$ cat config.mk
export PLATFORM = sky130hd
export DESIGN_NAME = io_intr_arbiter
export DESIGN_NICKNAME = d
export VERILOG_FILES = /design/src/rtl/io_intr_pkg.sv /design/src/rtl/io_rr_pick.sv /design/src/rtl/io_intr_arbiter.sv
export SDC_FILE = /design/constraint.sdc
export NUM_CORES = 1
export LEC_CHECK = 0
export CAP_MARGIN = 5
export CORE_MARGIN = 4
export CORE_UTILIZATION = 35
export DETAILED_ROUTE_END_ITERATION = 16
export SYNTH_ARGS = -nofsm -noshare
export SYNTH_HDL_FRONTEND = slang
export SYNTH_SLANG_ARGS = --single-unit
$ cat constraint.sdc
create_clock -name Clk -period 2.94 [get_ports Clk]
set_clock_uncertainty 0.05 [all_clocks]
set_input_delay 0.441 -clock Clk [delete_from_list [all_inputs] [get_ports Clk]]
set_output_delay 0.441 -clock Clk [all_outputs]
set_load 0.1 [all_outputs]
$ cat src/rtl/io_intr_pkg.sv
// Shared types and constants for the IO interrupt arbiter.
// int_vec layout: {class, index}, where the class bit is the MSB and 1 means fast.
package io_intr_pkg;

  typedef enum logic [2:0] {
    StIdle,
    StFreq,
    StNreq,
    StFsrv,
    StNsrv,
    StGap
  } state_e;

  localparam logic CLASS_FAST = 1'b1;
  localparam logic CLASS_NORM = 1'b0;

endpackage

$ cat src/rtl/io_rr_pick.sv
// Combinational round-robin picker: the first set request at or after ptr_i,
// wrapping from NDEV-1 back to 0.
module io_rr_pick
  import io_intr_pkg::*;
#(
  parameter int unsigned NDEV  = 3,
  parameter int unsigned IDX_W = 2
) (
  input  logic [NDEV-1:0]  req_i,
  input  logic [IDX_W-1:0] ptr_i,
  output logic             valid_o,
  output logic [IDX_W-1:0] idx_o
);

  int unsigned       cand;
  logic [IDX_W-1:0]  cand_idx;

  always_comb begin
    valid_o  = 1'b0;
    idx_o    = '0;
    cand     = 0;
    cand_idx = '0;
    for (int unsigned i = 0; i < NDEV; i++) begin
      cand     = (32'(ptr_i) + i) % NDEV;
      cand_idx = IDX_W'(cand);
      if (!valid_o && req_i[cand_idx]) begin
        valid_o = 1'b1;
        idx_o   = cand_idx;
      end
    end
  end

endmodule

$ cat src/rtl/io_intr_arbiter.sv
// Interrupt arbiter/sequencer between the CPU and NDEV IO modules.
// Define INTR_NEST_EN to let a fast request preempt a normal service routine (depth 1).
module io_intr_arbiter
  import io_intr_pkg::*;
#(
  parameter int unsigned NDEV  = 3,
  parameter int unsigned IDX_W = 2
) (
  input  logic             Clk,
  input  logic             Reset,
  input  logic [NDEV-1:0]  fintr_req,
  input  logic [NDEV-1:0]  intr_req,
  output logic             cpu_fintr,
  output logic             cpu_intr,
  input  logic             cpu_inta,
  input  logic             cpu_iret,
  output logic [IDX_W:0]   int_vec,
  output logic [NDEV-1:0]  int_ack,
  output logic [NDEV-1:0]  io_enable
);

  state_e           state_q;
  logic [IDX_W-1:0] ptr_f_q, ptr_n_q, idx_q;
  logic             f_valid, n_valid;
  logic [IDX_W-1:0] f_idx, n_idx;
`ifdef INTR_NEST_EN
  logic [IDX_W-1:0] saved_idx_q;
  logic             saved_v_q;
`endif

  function automatic logic [NDEV-1:0] onehot(input logic [IDX_W-1:0] i);
    return {{(NDEV-1){1'b0}}, 1'b1} << i;
  endfunction

  function automatic logic [IDX_W-1:0] next_ptr(input logic [IDX_W-1:0] k);
    return (32'(k) == NDEV - 1) ? '0 : k + 1'b1;
  endfunction

  io_rr_pick #(.NDEV(NDEV), .IDX_W(IDX_W)) u_pick_fast (
    .req_i   (fintr_req),
    .ptr_i   (ptr_f_q),
    .valid_o (f_valid),
    .idx_o   (f_idx)
  );

  io_rr_pick #(.NDEV(NDEV), .IDX_W(IDX_W)) u_pick_norm (
    .req_i   (intr_req),
    .ptr_i   (ptr_n_q),
    .valid_o (n_valid),
    .idx_o   (n_idx)
  );

  always_ff @(posedge Clk) begin
    if (Reset) begin
      state_q     <= StIdle;
      ptr_f_q     <= '0;
      ptr_n_q     <= '0;
      idx_q       <= '0;
      cpu_fintr   <= 1'b0;
      cpu_intr    <= 1'b0;
      int_vec     <= '0;
      int_ack     <= '0;
      io_enable   <= '0;
`ifdef INTR_NEST_EN
      saved_idx_q <= '0;
      saved_v_q   <= 1'b0;
`endif
    end else begin
      int_ack <= '0;
      unique case (state_q)
        StIdle: begin
          if (f_valid) begin
            idx_q     <= f_idx;
            int_vec   <= {CLASS_FAST, f_idx};
            cpu_fintr <= 1'b1;
            ptr_f_q   <= next_ptr(f_idx);
            state_q   <= StFreq;
          end else if (n_valid) begin
            idx_q    <= n_idx;
            int_vec  <= {CLASS_NORM, n_idx};
            cpu_intr <= 1'b1;
            ptr_n_q  <= next_ptr(n_idx);
            state_q  <= StNreq;
          end
        end
        StFreq: begin
          if (cpu_inta) begin
            int_ack   <= onehot(idx_q);
            io_enable <= onehot(idx_q);
            cpu_fintr <= 1'b0;
            state_q   <= StFsrv;
          end
        end
        StNreq: begin
          if (cpu_inta) begin
            int_ack   <= onehot(idx_q);
            io_enable <= onehot(idx_q);
            cpu_intr  <= 1'b0;
            state_q   <= StNsrv;
          end
        end
        StFsrv: begin
          if (cpu_iret) begin
`ifdef INTR_NEST_EN
            if (saved_v_q) begin
              // Resume the preempted normal routine directly; it was acked already.
              idx_q     <= saved_idx_q;
              int_vec   <= {CLASS_NORM, saved_idx_q};
              io_enable <= onehot(saved_idx_q);
              saved_v_q <= 1'b0;
              state_q   <= StNsrv;
            end else begin
              io_enable <= '0;
              state_q   <= StGap;
            end
`else
            io_enable <= '0;
            state_q   <= StGap;
`endif
          end
        end
        StNsrv: begin
          if (cpu_iret) begin
            io_enable <= '0;
            state_q   <= StGap;
          end
`ifdef INTR_NEST_EN
          else if (f_valid) begin
            // The normal device keeps its Enable until the fast ack cycle.
            saved_idx_q <= idx_q;
            saved_v_q   <= 1'b1;
            idx_q       <= f_idx;
            int_vec     <= {CLASS_FAST, f_idx};
            cpu_fintr   <= 1'b1;
            ptr_f_q     <= next_ptr(f_idx);
            state_q     <= StFreq;
          end
`endif
        end
        StGap:   state_q <= StIdle;
        default: state_q <= StIdle;
      endcase
    end
  end

endmodule

# After elaboration in Yosys (flattened, before gate mapping)

Cells that the tools add are included.

Add/sub/neg operators: 6
Div/mod/pow operators: 6
$lt $le $gt $ge: 6
Eq/ne operators: 14
Shift operators: 1
Multiplexer cells: 45
Bitwise operators: 3
Reduce and logical (&&, ||, !) cells: 23

Operators by type and width:

| kind                                                                      | number |
|---|---|
| 32-bit by 2-bit remainder unit with 32-bit output (second input constant) | 4 |
| 2-bit by 2-bit remainder unit with 32-bit output (second input constant)  | 2 |
| 3-bit two-way mux                                                         | 9 |
| 2-bit two-way mux                                                         | 10 |
| 2-bit by 3-bit < comparator with 1-bit output (second input constant)     | 6 |
| 1-bit two-way mux                                                         | 16 |
| 1-bit binary-select mux with 2-bit select                                 | 6 |
| 3-bit case mux with 4 select lines                                        | 1 |
| 2-bit != test (second input constant)                                     | 5 |
| 3-bit AND reduction                                                       | 3 |
| 4-bit AND reduction                                                       | 2 |
| 2-bit nonzero test                                                        | 4 |
| 2-bit by 1-bit adder with 3-bit output (second input constant)            | 2 |
| 2-bit by 2-bit adder with 3-bit output (second input constant)            | 2 |
| 3-bit by 2-bit == test with 1-bit output (second input constant)          | 2 |
| 3-bit case mux with 2 select lines                                        | 1 |
| 2-bit by 1-bit adder with 2-bit output (second input constant)            | 2 |
| 2-bit == test (second input constant)                                     | 2 |
| 1-bit logical AND                                                         | 4 |
| 1-bit zero test                                                           | 4 |
| 2-bit by 1-bit != test with 1-bit output (second input constant)          | 2 |
| 1-bit case mux with 2 select lines                                        | 2 |
| 2-bit AND reduction                                                       | 2 |
| 2-bit OR reduction                                                        | 2 |
| other kinds (7)                                                           | 9 |

Bits in registers: 20
Input port bits: 10
Output and inout port bits: 11

# Logic depth before layout (Yosys ltp)

Gate-level depths: netlist of run 1.

Depth in word-level cells: 13
Gate-level depth with buffers: 8
Mapped depth without buffers: 7

# Hierarchy

Synthesis of run 1 repeated with hierarchy kept, for this count alone.

Cells, all modules: 165
Area, all modules: 1381.3 um^2

By module, submodules not included:

| module          | times used | cells each | area each (um^2) | seq. area each (um^2) |
|---|---|---|---|---|
| io_intr_arbiter | 1          | 101        | 878.3            | 360.3 |
| io_rr_pick      | 2          | 32         | 251.5            | 0.0 |

# Worst setup path before layout of run 1

Ideal clock, no wire load.

Path kind: register to register
Start point: register ptr_f_q[0]
End point: register state_q[1]
Data arrival time: 2004 ps
Required time: 2771 ps
Path slack: 767 ps
Cell stages (with the launch flop): 8
Buffers on the path: 0
Clock period less this slack: 2173 ps
Cell sequence: dfxtp_1 -> inv_1 -> ha_1 -> a22o_1 -> a222oi_1 -> and3_1 -> a21oi_1 -> o221a_1

Cells in the longest elaborated chain, start to end: 12

RTL lines:

| element                                                                                                   | line                  | source |
|---|---|---|
| start: declaration                                                                                        | io_intr_arbiter.sv:23 | `logic [IDX_W-1:0] ptr_f_q, ptr_n_q, idx_q;` |
| start signal: assignment                                                                                  | io_intr_arbiter.sv:76 | `ptr_f_q <= next_ptr(f_idx);` |
| parallel branches: the longest is 9 deep, another holds 32-bit by 2-bit remainder unit with 32-bit output | n/a                   |  |
| 1-bit two-way mux (*)                                                                                     | io_rr_pick.sv:26      | `if (!valid_o && req_i[cand_idx]) begin` |
| 3-bit != test (no line) / 3-bit two-way mux (equally long branches)                                       | n/a                   |  |
| 4-bit AND reduction (no line) / 3-bit case mux with 4 select lines (equally long branches)                | n/a                   |  |
| end signal: assignment                                                                                    | io_intr_arbiter.sv:55 | `state_q <= StIdle;` |
| end signal: assignment                                                                                    | io_intr_arbiter.sv:77 | `state_q <= StFreq;` |
| end signal: assignment                                                                                    | io_intr_arbiter.sv:83 | `state_q <= StNreq;` |
| end: declaration                                                                                          | io_intr_arbiter.sv:22 | `state_e state_q;` |

Every way passes the cells marked *. The select of a mux whose other input is x is not followed.
A chain may end at the register's enable or synchronous reset.

# Final worst setup path of run 1

Same ends and word-level chain as after synthesis.

==> run metrics, run 1 <==
total congestion overflow=0; Total GRT Usage=0.1391; top-area cell type share of the netlist area=0.2897; synthesized area=1244 sq um; ANT nets after route=0; min Tclk post-route=2.429 ns; cell area after layout=1489 sq um; # hold bufs at CTS=0; via/cell ratio=5.437; Synth area leader=dfxtp_1; Setup Buffers After CTS=0; data required time of the critical path=3.09 ns; Final setup viols=0; leakage=0.5886 nW; Reg clk slew, reported paths=0.11 ns; Max-cap violations=0; DIE HEIGHT=67.61 um; Final TNS setup=0 ns; element type at the critical path start=flop; post-CTS resize count=0; initial DRC count=58; PD cells=1154 nW/um^2; drt wl/cell=13.36 um; die area=4571 sq um; syn_nets=174; Arr. time, crit path=2.58 ns; yosys warns=0; CTS max path bufs=2; CTS tree=done; VDD IR max=0.6901 mV; Slew @ Worst Pin=0.6054 ns; io pins=21; outcome=complete, no violations; via count=1207; CTS buffer count=3; Clk Tree Root Cell=clkbuf_4; worst setup margin=0.5109 ns; count leader, synth=dfxtp_1; placed cell count=218; IO buf count=20; Ant. Diodes=0; CP Max Fanout=6; DRC=0; Synth cell types=45; vias in the first global route=1113; Routability Congestion=0.7662; Placed Instance Area=1453 sq um; synth top area cells=dfxtp_1 29%, ha_1 7.0%, a21oi_1 6.0%, inv_1 4.2%, nand2_1 3.9%; final net count=194; fin cells=222; Fin. Hold Viols=0; die extent in x=67.61 um; CP Capture Type=flop; core footprint=3390 sq um; global-route wire length before repair=5016 um; flops & latches, synth=18; pre-CTS setup slack=0.3036 ns; Fmax achieved=411.7 MHz; Synth top cells by count=18 x dfxtp_1, 15 x a21oi_1, 14 x inv_1; Layout area overhead=19.72%; Initial Util=0.3669; Clock Latency Late Sink=0.29 ns; critical path class=reg -> reg; Layout Utilization=0.4393; H-tree Lvls=1; HPWL Detailed=2255 um; Slew HR=0.5964; Post-synth ARST share=0; top_reg_cell synth=dfxtp_1; post-synthesis sequential area ratio=0.2897; Pre-antenna DRT Iters=5; clock sinks=18; Synth Instances=157; min-delay worst type=reg -> reg; Final Max Slew Viols=0; syn_area_per_cell=7.922 sq um; initial antenna violation count=0; RSZ-0062 raised after global routing=no; fraction of layout cells with a size suffix above 1=0.1136; number of synthesized flops with an enable pin=0; largest net degree at the start of global routing=15; fin crit share=0.8262; total wire length=2966 um; site row count=21
[final timing paths]
path | from | end | slack (ns) | cells past startpoint
setup / recovery | ptr_f_q[0] | state_q[1] | 0.51 | 7
hold / removal | io_enable[0] | io_enable[0] | 0.41 | 2
setup reg to reg | ptr_f_q[0] | state_q[1] | 0.51 | 7
hold reg to reg | io_enable[0] | io_enable[0] | 0.41 | 2
[area by class of cell]
type	count	area [sq um]
fillers	330	1901
repair buffers	21	180.2
well taps	46	57.56
flip-flops and latches	18	360.3
clock buffers	4	36.28
inverters	14	52.55
multi-input cells	119	802.0
[report_power, final]
part / switching, mW / internal [mW]
clock: 0.0772 / 0.0754
combinational: 0.766 / 0.376
sequential: 0.0987 / 0.325
[cells by family after synthesis]
| kind of cell | count (synthesis) | synth area share |
|---|---|---|
| AOI/OAI and AO/OA | 55 | 0.2998 |
| adders and majority gates | 7 | 0.07042 |
| buffers and inverters | 20 | 0.06539 |
| DFF | 18 | 0.2897 |
| muxes | 6 | 0.05131 |
| and+or+nand+nor | 51 | 0.2233 |
[flip-flops by register name, summed over array words and instances, names as in the netlist]
name and cells:
int_ack 3, cpu_fintr 1, ptr_f_q 2, io_enable 3, state_q 3, ptr_n_q 2, int_vec 3, cpu_intr 1
[layer usage]
| layer | up-vias | wire length, um | global-route usage | share of wire |
|---|---|---|---|---|
| met1 | 563 | 1447 | 0.1752 | 0.49 |
| met5 | - | 0 | 0 | 0 |
| met2 | 29 | 1407 | 0.2479 | 0.47 |
| met3 | 4 | 96 | 0.02496 | 0.032 |
| met4 | 0 | 15 | 0.02278 | 0.0051 |
| li1 | 611 | - | - | - |
[per-stage QoR]
step	hold WS, ns	power (mW)
floorplan	0.4258	1.337
global placement	0.3947	1.548
detailed placement	0.3946	1.564
CTS	0.4099	1.721
global route	0.4456	1.860
finish	0.4084	1.719
[critical path: stages, from the launching register on]
cell and delay, ns:
dfxtp_1 0.36, inv_1 0.07, ha_1 0.36, a22o_1 0.24
a222oi_1 0.59, and3_1 0.33, a21oi_1 0.09, o221a_1 0.26
[cell usage in the layout, fill, tap and decap left out, drive strengths merged, types with 2 or more instances in the layout]
master,netlist,routed
nor2b,3,3
nand3b,3,3
and3,3,3
a211o,3,3
dfxtp,18,18
mux2,3,3
clkbuf,3,4
and2,2,2
ha,7,7
o21ai,14,14
nor3,2,2
nand2,13,13
nand2b,7,7
inv,14,14
a31oi,4,4
mux2i,3,3
o31ai,2,2
buf,3,12
or3,3,3
nor3b,2,2
a22o,2,2
nor2,7,7
clkdlybuf4s50,0,9
a21oi,15,15
nand3,3,3
No activity file was read; power rests on OpenSTA's default activity.
==> run 2, diff against run 1 <==
==> constraint.sdc (replaced) <==
create_clock -name Clk -period 2.3 [get_ports Clk]
set_clock_uncertainty 0.05 [all_clocks]
set_input_delay 0.345 -clock Clk [delete_from_list [all_inputs] [get_ports Clk]]
set_output_delay 0.345 -clock Clk [all_outputs]
set_load 0.1 [all_outputs]
==> run metrics, run 2 (synthesis gave the netlist of run 1 again) <==
outcome=complete, no violations (unchanged); cell area after layout=1603 sq um (was 1489 sq um); critical path class=reg -> reg (unchanged); Seq pwr share=0.230 (was 0.247); total wire length=3121 um (was 2966 um); min-delay worst type=reg -> reg (unchanged); clock sinks=18 (unchanged); Layout area overhead=28.87% (was 19.72%); CP Max Fanout=5 (was 6); CP Capture Type=flop (unchanged); commonest non-fill, non-tap cell in the layout=buf_4 (was dfxtp_1); DRC=0 (unchanged); CTS tree=done (unchanged); Max-cap violations=0 (unchanged); Total GRT Usage=0.1470 (was 0.1391); final net count=208 (was 194); global-route wire length before repair=5181 um (was 5016 um); die extent in x=67.61 um (unchanged); IO buf count=20 (unchanged); drt wl/cell=13.22 um (was 13.36 um); core footprint=3390 sq um (unchanged); switching pwr=1.239 mW (was 942.3 uW); site row count=21 (unchanged); DIE HEIGHT=67.61 um (unchanged); H-tree Lvls=1 (unchanged); Fill cells=329 (was 330); Final Max Slew Viols=0 (unchanged); commonest cells after routing, fill and taps aside=26 x buf_4, 16 x dfxtp_1, 15 x a21oi_1 (was 18 x dfxtp_1, 15 x a21oi_1, 14 x inv_1); Clk pwr share=0.084 (was 0.089); fin crit share=0.9485 (was 0.8262); Clk Tree Root Cell=clkbuf_4 (unchanged); Sw Share=0.5293 (was 0.5483); # hold bufs at CTS=0 (unchanged); Initial Util=0.3669 (unchanged); leakage=0.6600 nW (was 0.5886 nW); Placed Instance Area=1550 sq um (was 1453 sq um); ANT nets after route=0 (unchanged); hold_ws=0.4045 ns (was 0.4084 ns); min Tclk post-route=2.182 ns (was 2.429 ns); Clock Latency Late Sink=0.30 ns (was 0.29 ns); Arr. time, crit path=2.36 ns (was 2.58 ns); total congestion overflow=0 (unchanged); CTS buffer count=3 (unchanged); initial DRC count=40 (was 58); data required time of the critical path=2.48 ns (was 3.09 ns); vias in the first global route=1201 (was 1113); die area=4571 sq um (unchanged); element type at the critical path start=flop (unchanged); PD cells=1461 nW/um^2 (was 1154 nW/um^2); via/cell ratio=5.356 (was 5.437); HPWL Detailed=2388 um (was 2255 um); Slew HR=0.6148 (was 0.5964); io pins=21 (unchanged); Routability Congestion=0.8002 (was 0.7662); Slew @ Worst Pin=0.5760 ns (was 0.6054 ns); Final setup viols=0 (unchanged); Pre-antenna DRT Iters=4 (was 5); CTS max path bufs=2 (unchanged); largest net degree at the start of global routing=15 (unchanged); Internal=1.102 mW (was 776.3 uW); Fmax achieved=458.4 MHz (was 411.7 MHz); fraction of layout cells with a size suffix above 1=0.2000 (was 0.1136); VDD IR max=0.7364 mV (was 0.6901 mV); Reg clk slew, reported paths=0.11 ns (about the same); Ant. Diodes=0 (unchanged); initial antenna violation count=0 (unchanged); via count=1264 (was 1207); combinational share of power=0.686 (was 0.665); Fin. Hold Viols=0 (unchanged)
==> run 2: changes by cell type in the layout (fill, tap and decap cells not counted), sizes merged <==
cell	previous run	this run
buf	12	26
==> run 2: routing by layer <==
layer / global-route usage / part of all wire
met1: 0.1822 / 0.47
met2: 0.2527 / 0.48
met3: 0.03661 / 0.035
met4: 0.03544 / 0.014
met5: 0 / 0
==> run 2: power by group through the flow <==
stage / logic (mW) / registers [mW] / clock network [mW]
after global routing: 1.76 / 0.558 / 0.219
after global placement: 1.56 / 0.536 / 0
after detailed placement: 1.58 / 0.538 / 0
final: 1.61 / 0.538 / 0.196
after CTS: 1.58 / 0.532 / 0.204
after floorplan: 0.800 / 0.909 / 0
==> run 2: per-stage QoR <==
step | setup TNS, ns | power (mW) | setup slack (ns) | utilization | instances
after floorplan | 0 | 1.709 | 0.1270 | - | 157
after global placement | 0 | 2.091 | 0.07933 | 0.4574 | 231
after detailed placement | -0.01515 | 2.119 | -0.01080 | 0.4574 | 231
after CTS | 0 | 2.322 | 0.08425 | 0.4681 | 235
after global routing | -0.0008291 | 2.532 | -0.0008291 | 0.4729 | 236
final | 0 | 2.341 | 0.1185 | 0.4729 | 236
==> run 2: cell type report <==
type | instances | area [sq um] | share of cell area
repair buffers | 35 | 285.3 | 0.1780
well taps | 46 | 57.56 | 0.03591
inverters | 14 | 52.55 | 0.03279
clock buffers | 4 | 36.28 | 0.02264
flip-flops and latches | 18 | 362.8 | 0.2264
multi-input cells | 119 | 808.3 | 0.5043
==> run 2: final timing paths <==
path / from / to / depth (start not counted) / slack, ns
max reg2reg: ptr_f_q[0] / ptr_n_q[0] / 9 / 0.12
min: io_enable[0] / io_enable[0] / 2 / 0.40
max: ptr_f_q[0] / ptr_n_q[0] / 9 / 0.12
min reg2reg: io_enable[0] / io_enable[0] / 2 / 0.40
==> run 2: worst max-delay path: stages, from the launching register on <==
cell and delay (ns):
dfxtp_2 0.35, inv_1 0.06, ha_1 0.33, a22o_1 0.23, a222oi_1 0.37, buf_4 0.20
and3_1 0.19, buf_4 0.12, nand4bb_1 0.09, a21oi_1 0.14
==> run 2: timing repair <==
| item | CTS | global route |
|---|---|---|
| endpoints found under the setup margin | 0 | 7 |
| buffers inserted | 0 | 1 |
| resized for setup | 0 | 4 |
